$ cat config.mk
export PLATFORM = sky130hd
export DESIGN_NAME = multicycle_control_fsm
export DESIGN_NICKNAME = d
export VERILOG_FILES = /design/src/rtl/multicycle_control_fsm.sv
export SDC_FILE = /design/constraint.sdc
export NUM_CORES = 1
export LEC_CHECK = 0
export BUFFER_PORTS_ARGS = -buffer_cell sky130_fd_sc_hd__buf_4
export CAP_MARGIN = 20
export CORE_MARGIN = 1.5
export CORE_UTILIZATION = 47
export DETAILED_ROUTE_END_ITERATION = 12
export GPL_TIMING_DRIVEN = 0
export PLACE_DENSITY = 0.78
export SETUP_SLACK_MARGIN = 0.2
export SLEW_MARGIN = 0
export SYNTH_ARGS = -nofsm -noshare
export SYNTH_HDL_FRONTEND = slang
export SYNTH_SLANG_ARGS = --single-unit
$ cat constraint.sdc
create_clock -name Clk -period 2.37 [get_ports Clk]
set_input_delay 0.474 -clock Clk [delete_from_list [all_inputs] [get_ports Clk]]
set_output_delay 0.474 -clock Clk [all_outputs]
set_load 0.005 [all_outputs]
$ cat src/rtl/multicycle_control_fsm.sv
// Main control FSM of the 16-bit multi-cycle core: sequences fetch/decode/execute/memory/write-back
// and drives every datapath mux select and strobe from the registered state.
`default_nettype none

module multicycle_control_fsm #(
   parameter int ILLEGAL_TRAP = 1,
   parameter int OPC_W        = 4
) (
   input  logic        Clk,
   input  logic        Rst_n,
   input  logic [15:0] Instr,
   input  logic        Zero,
   input  logic        MemReady,
   output logic        PCWrite,
   output logic        PCWriteCond,
   output logic        IorD,
   output logic        MemRead,
   output logic        MemWrite,
   output logic        IRWrite,
   output logic        RegWrite,
   output logic [2:0]  WriteRegister,
   output logic        MemtoReg,
   output logic        ALUSrcA,
   output logic [1:0]  ALUSrcB,
   output logic [2:0]  ALUCtrl,
   output logic [1:0]  PCSource,
   output logic        Halted,
   output logic [3:0]  State
);

   typedef enum logic [3:0] {
      S_FETCH    = 4'd0,
      S_DECODE   = 4'd1,
      S_EXEC     = 4'd2,
      S_ALU_WB   = 4'd3,
      S_MEM_ADDR = 4'd4,
      S_MEM_RD   = 4'd5,
      S_MEM_WB   = 4'd6,
      S_MEM_WR   = 4'd7,
      S_BRANCH   = 4'd8,
      S_JUMP     = 4'd9,
      S_HALT     = 4'd15
   } state_e;

   typedef struct packed {
      logic       mem_read;
      logic       iord;
      logic       mem_write;
      logic       fetch;
      logic       pc_write;
      logic       pc_write_cond;
      logic       reg_write;
      logic       memtoreg;
      logic       alusrca;
      logic [1:0] alusrcb;
      logic [2:0] aluctrl;
      logic [1:0] pcsource;
      logic       halted;
   } ctrl_t;

   localparam logic [OPC_W-1:0] OP_ADD  = OPC_W'(0);
   localparam logic [OPC_W-1:0] OP_SUB  = OPC_W'(1);
   localparam logic [OPC_W-1:0] OP_AND  = OPC_W'(2);
   localparam logic [OPC_W-1:0] OP_OR   = OPC_W'(3);
   localparam logic [OPC_W-1:0] OP_ADDI = OPC_W'(4);
   localparam logic [OPC_W-1:0] OP_LW   = OPC_W'(5);
   localparam logic [OPC_W-1:0] OP_SW   = OPC_W'(6);
   localparam logic [OPC_W-1:0] OP_BEQ  = OPC_W'(7);
   localparam logic [OPC_W-1:0] OP_JMP  = OPC_W'(8);

   localparam logic [2:0] ALU_ADD = 3'b000;
   localparam logic [2:0] ALU_SUB = 3'b001;

   logic [OPC_W-1:0] opc;
   state_e           state_q, state_d;
   ctrl_t            ctrl_q;
   logic             unused_ok;

   assign opc       = Instr[15 -: OPC_W];
   assign unused_ok = ^{Zero, Instr[8:0]};

   // Moore decode of a state; the opcode only matters for the EXEC operand/ALU selection.
   function automatic ctrl_t decode_ctrl(input state_e s, input logic [OPC_W-1:0] op);
      ctrl_t c;
      c = '0;
      case (s)
         S_FETCH: begin
            c.mem_read = 1'b1;
            c.fetch    = 1'b1;
            c.alusrcb  = 2'b01;
            c.aluctrl  = ALU_ADD;
         end
         S_EXEC: begin
            c.alusrca = 1'b1;
            if (op == OP_ADDI) begin
               c.alusrcb = 2'b10;
               c.aluctrl = ALU_ADD;
            end else begin
               c.alusrcb = 2'b00;
               c.aluctrl = {1'b0, op[1:0]};
            end
         end
         S_ALU_WB: begin
            c.reg_write = 1'b1;
         end
         S_MEM_ADDR: begin
            c.alusrca = 1'b1;
            c.alusrcb = 2'b10;
            c.aluctrl = ALU_ADD;
         end
         S_MEM_RD: begin
            c.mem_read = 1'b1;
            c.iord     = 1'b1;
         end
         S_MEM_WB: begin
            c.reg_write = 1'b1;
            c.memtoreg  = 1'b1;
         end
         S_MEM_WR: begin
            c.mem_write = 1'b1;
            c.iord      = 1'b1;
         end
         S_BRANCH: begin
            c.alusrca       = 1'b1;
            c.alusrcb       = 2'b00;
            c.aluctrl       = ALU_SUB;
            c.pc_write_cond = 1'b1;
            c.pcsource      = 2'b01;
         end
         S_JUMP: begin
            c.pc_write = 1'b1;
            c.pcsource = 2'b10;
         end
         S_HALT: begin
            c.halted = 1'b1;
         end
         default: c = '0;
      endcase
      return c;
   endfunction

   always_comb begin
      state_d = S_FETCH;
      case (state_q)
         S_FETCH:  state_d = MemReady ? S_DECODE : S_FETCH;
         S_DECODE: begin
            case (opc)
               OP_ADD, OP_SUB, OP_AND, OP_OR, OP_ADDI: state_d = S_EXEC;
               OP_LW, OP_SW:                           state_d = S_MEM_ADDR;
               OP_BEQ:                                 state_d = S_BRANCH;
               OP_JMP:                                 state_d = S_JUMP;
               default: state_d = (ILLEGAL_TRAP != 0) ? S_HALT : S_FETCH;
            endcase
         end
         S_EXEC:     state_d = S_ALU_WB;
         S_ALU_WB:   state_d = S_FETCH;
         S_MEM_ADDR: state_d = (opc == OP_LW) ? S_MEM_RD : S_MEM_WR;
         S_MEM_RD:   state_d = MemReady ? S_MEM_WB : S_MEM_RD;
         S_MEM_WB:   state_d = S_FETCH;
         S_MEM_WR:   state_d = MemReady ? S_FETCH : S_MEM_WR;
         S_BRANCH:   state_d = S_FETCH;
         S_JUMP:     state_d = S_FETCH;
         S_HALT:     state_d = S_HALT;
         default:    state_d = S_FETCH;
      endcase
   end

   // Control bits are registered from the next state so they line up with state_q.
   always_ff @(posedge Clk) begin
      if (!Rst_n) begin
         state_q <= S_FETCH;
         ctrl_q  <= decode_ctrl(S_FETCH, opc);
      end else begin
         state_q <= state_d;
         ctrl_q  <= decode_ctrl(state_d, opc);
      end
   end

   // Holding reset forces every output low at once, even mid-access.
   assign PCWrite       = Rst_n & (ctrl_q.pc_write | (ctrl_q.fetch & MemReady));
   assign IRWrite       = Rst_n & ctrl_q.fetch & MemReady;
   assign PCWriteCond   = Rst_n & ctrl_q.pc_write_cond;
   assign IorD          = Rst_n & ctrl_q.iord;
   assign MemRead       = Rst_n & ctrl_q.mem_read;
   assign MemWrite      = Rst_n & ctrl_q.mem_write;
   assign RegWrite      = Rst_n & ctrl_q.reg_write;
   assign MemtoReg      = Rst_n & ctrl_q.memtoreg;
   assign ALUSrcA       = Rst_n & ctrl_q.alusrca;
   assign ALUSrcB       = Rst_n ? ctrl_q.alusrcb  : 2'b00;
   assign ALUCtrl       = Rst_n ? ctrl_q.aluctrl  : 3'b000;
   assign PCSource      = Rst_n ? ctrl_q.pcsource : 2'b00;
   assign Halted        = Rst_n & ctrl_q.halted;
   assign WriteRegister = Rst_n ? Instr[11:9] : 3'b000;
   assign State         = Rst_n ? state_q : 4'd0;

endmodule

`default_nettype wire
==> results.txt <==
outcome: complete, no violations
top routing layer used: met4
Post-CTS Setup Repair Bufs: 0
# diodes: 0
Final Hold Vio Count: 0
Skew-Pair Late Insertion Delay: 0.30 ns
site row count: 17
Synth cell types: 41
crit path capture type: flip-flop
Mean Syn Cell Area: 8.68 µm²
CTS tree: built
CP arrival: 2.04 ns
Critical R2R Capture: ctrl_q[7]$_SDFF_PN0_
root buffer cell: clkbuf_4
Worst-path clk slew: 0.11 ns
M1 WL: 979 µm
WHS Path Cells: 3
fraction of registers with async set/reset: 0
DR pass1 iterations: 4
CP Launch Type: input port
Setup WS post-layout: 0.531 ns
skew final: 0.0109 ns
Mapped Cells: 124
fmax: 0.544 GHz
drt wl/cell: 12.0 µm
Net Count, Synth: 147
die height: 50.8 µm
CTS Buf Count: 3
Synth warnings: 0
Max-Cap Viols: 0
initial antenna violation count: 0
reg-to-reg setup timing slack: 0.55 ns
Hold Path Class: input port to flip-flop
Seq. cell area: 380 µm²
ys flop type: dfxtp_1
Sw Ratio: 0.354
H-tree depth: 1
full die area: 0.00259 mm²
all-layer global routing usage: 0.193
worst stage delay on the critical path: 0.33 ns
critical path class: input port to flip-flop
Core ar.: 0.00219 mm²
Reg2Reg Depth: 7
Power Dens Cells: 780 mW/mm²
routed length on met2: 1130 µm
Worst R2R Start: state_q[1]$_SDFF_PN0_
Initial Util: 0.491
first-pass GRT wire length: 3730 µm
met3 wire len: 98 µm
Leak: 0.648 nW
share of the yosys chip area belonging to registers: 0.353
Flop pwr share: 0.367
die extent in x: 50.8 µm
area occupied by multi-input gates: 597 µm²
Placer Congestion: 0.804
Hold Startpoint: Instr[13]
Worst VDD drop: 0.475 mV
maximum net fanout on the critical path: 10
DR vias/cell: 5.09
clk sink count: 19
Routed WL: 2260 µm
Internal Dissipation: 0.000694 W
Final ANT Viol Nets: 0
Post-CTS Hold Buffers: 0
unrepaired setup endpoints after global routing: no
CTS Buffer Depth: 2
sw power: 0.000381 W
Total Nets Final: 184
Filler cells: 198
Critical-path top delay cell: nor3b_1
port buffer count: 32
Area Growth Syn to Fin: 28.0%
CTS-repair resized insts: 0
fraction of layout cells with a size suffix above 1: 0.313
drt drc: 0
Period Utilization, post-route: 0.776
GRT overflow: 0
CP Data Required Time: 2.57 ns
Post-Synthesis Cell Area: 0.00108 mm²
Ports: 44
Post-synth EDFFs: 0
total number of vias: 957
cells along the critical path: buf_4, inv_1, ha_1, nor3b_1, nor4_4, a221oi_2, buf_6, nor3b_2, o2111a_1
TNS Setup: 0 ns
vias in the first global route: 866
Slew Viols, Final: 0
Hold EP: ctrl_q[4]$_SDFF_PN0_
dpl ws: 0.220 ns
Synth Register Bits: 19
crit path time final: 1.84 ns
DRT iter0 DRCs: 14
Post-DP HPWL: 1740 µm
Setup violations, final: 0
maximum number of pins on one net before global-route repair: 11
Combinational Power Share: 0.483
Clk pwr share: 0.150
==> synthesized netlist by cell type, types with 2 or more instances <==
cell / instances / area share
and2_1: 21 / 0.12
dfxtp_1: 19 / 0.35
nand2_1: 7 / 0.024
inv_1: 5 / 0.017
nor2_1: 5 / 0.017
nor2b_1: 5 / 0.029
nor3_1: 5 / 0.023
o21ai_0: 5 / 0.023
a21oi_1: 3 / 0.014
buf_2: 3 / 0.014
buf_6: 3 / 0.031
clkbuf_1: 3 / 0.010
ha_1: 3 / 0.035
nand2b_1: 3 / 0.017
nand3_1: 3 / 0.014
and3_1: 2 / 0.012
buf_4: 2 / 0.014
nand3b_1: 2 / 0.014
nor3b_1: 2 / 0.014
nor4_1: 2 / 0.012
==> power by group through the flow <==
stage	registers, W	logic [W]	clock network (W)
final	0.000395	0.000519	0.000161
after global routing	0.000406	0.000573	0.000177
after CTS	0.000395	0.000518	0.000161
after detailed placement	0.000403	0.000516	0
after global placement	0.000401	0.000502	0
after floorplan	0.000397	0.000381	0
==> per-layer routing <==
layer,up-vias,GRT usage
met1,437,0.245
met5,-,0
met4,0,0.108
met3,4,0.0175
li1,488,-
met2,28,0.320
==> critical path: cells and delay by family <==
family,cells,cell delay (ns)
buffers and inverters,3,0.34
AOI/OAI and AO/OA,2,0.55
and+or+nand+nor,3,0.44
adders and majority gates,1,0.22
==> area by class of cell <==
cell class              count  area share
multi-input cells          88       0.433
flip-flops and latches     19       0.276
repair buffers             32       0.174
plain buffers              12      0.0581
well taps                  28      0.0254
clock buffers               4      0.0191
inverters                   5      0.0136
==> worst max-delay path by stage <==
stage	startpoint	endpoint	slack, ns	depth (start not counted)
global route	state_q[0]$_SDFF_PN0_	ctrl_q[7]$_SDFF_PN0_	0.40	7
floorplan	Instr[12]	ctrl_q[7]$_SDFF_PN0_	0.51	8
CTS	Instr[12]	ctrl_q[7]$_SDFF_PN0_	0.54	9
detailed placement	Instr[12]	ctrl_q[7]$_SDFF_PN0_	0.22	9
global placement	Instr[12]	ctrl_q[7]$_SDFF_PN0_	0.27	9
finish	Instr[12]	ctrl_q[7]$_SDFF_PN0_	0.53	9
==> cell usage in the layout, fill, tap and decap left out, types with 2 or more instances in the layout <==
cell type / n
a21oi_1: 3
and2_1: 21
and3_1: 2
buf_2: 3
buf_4: 34
buf_6: 3
clkbuf_1: 4
clkbuf_4: 3
dfxtp_1: 19
ha_1: 3
inv_1: 5
nand2_1: 7
nand2b_1: 3
nand3_1: 3
nand3b_1: 2
nor2_1: 5
nor2b_1: 5
nor3_1: 5
nor3b_1: 2
nor4_1: 2
o21ai_0: 5
==> registers in the layout, summed over array words and instances (netlist names) <==
| name | cells |
|---|---|
| ctrl_q | 15 |
| state_q | 4 |
==> kinds of logic (layout without fill, tap and decap cells) <==
family,count (synthesis),in the layout,synth area share
fa+ha+maj,3,3,0.0349
flops,19,19,0.353
simple gates,64,64,0.376
other cells,1,1,0.00349
xor+xnor,2,2,0.0163
buf+inv,17,53,0.0918
compound gates,18,18,0.124
==> per-stage QoR <==
step	hold slack (ns)	instances	area (µm²)	utilization	total power, W
floorplan	0.598	124	1080	-	0.000778
finish	0.443	188	1380	0.629	0.00107
detailed placement	0.765	184	1350	0.617	0.000919
global route	0.442	188	1380	0.629	0.00116
global placement	0.760	184	1350	0.617	0.000903
CTS	0.441	188	1380	0.629	0.00107
Power figures use the tool's default switching activity.
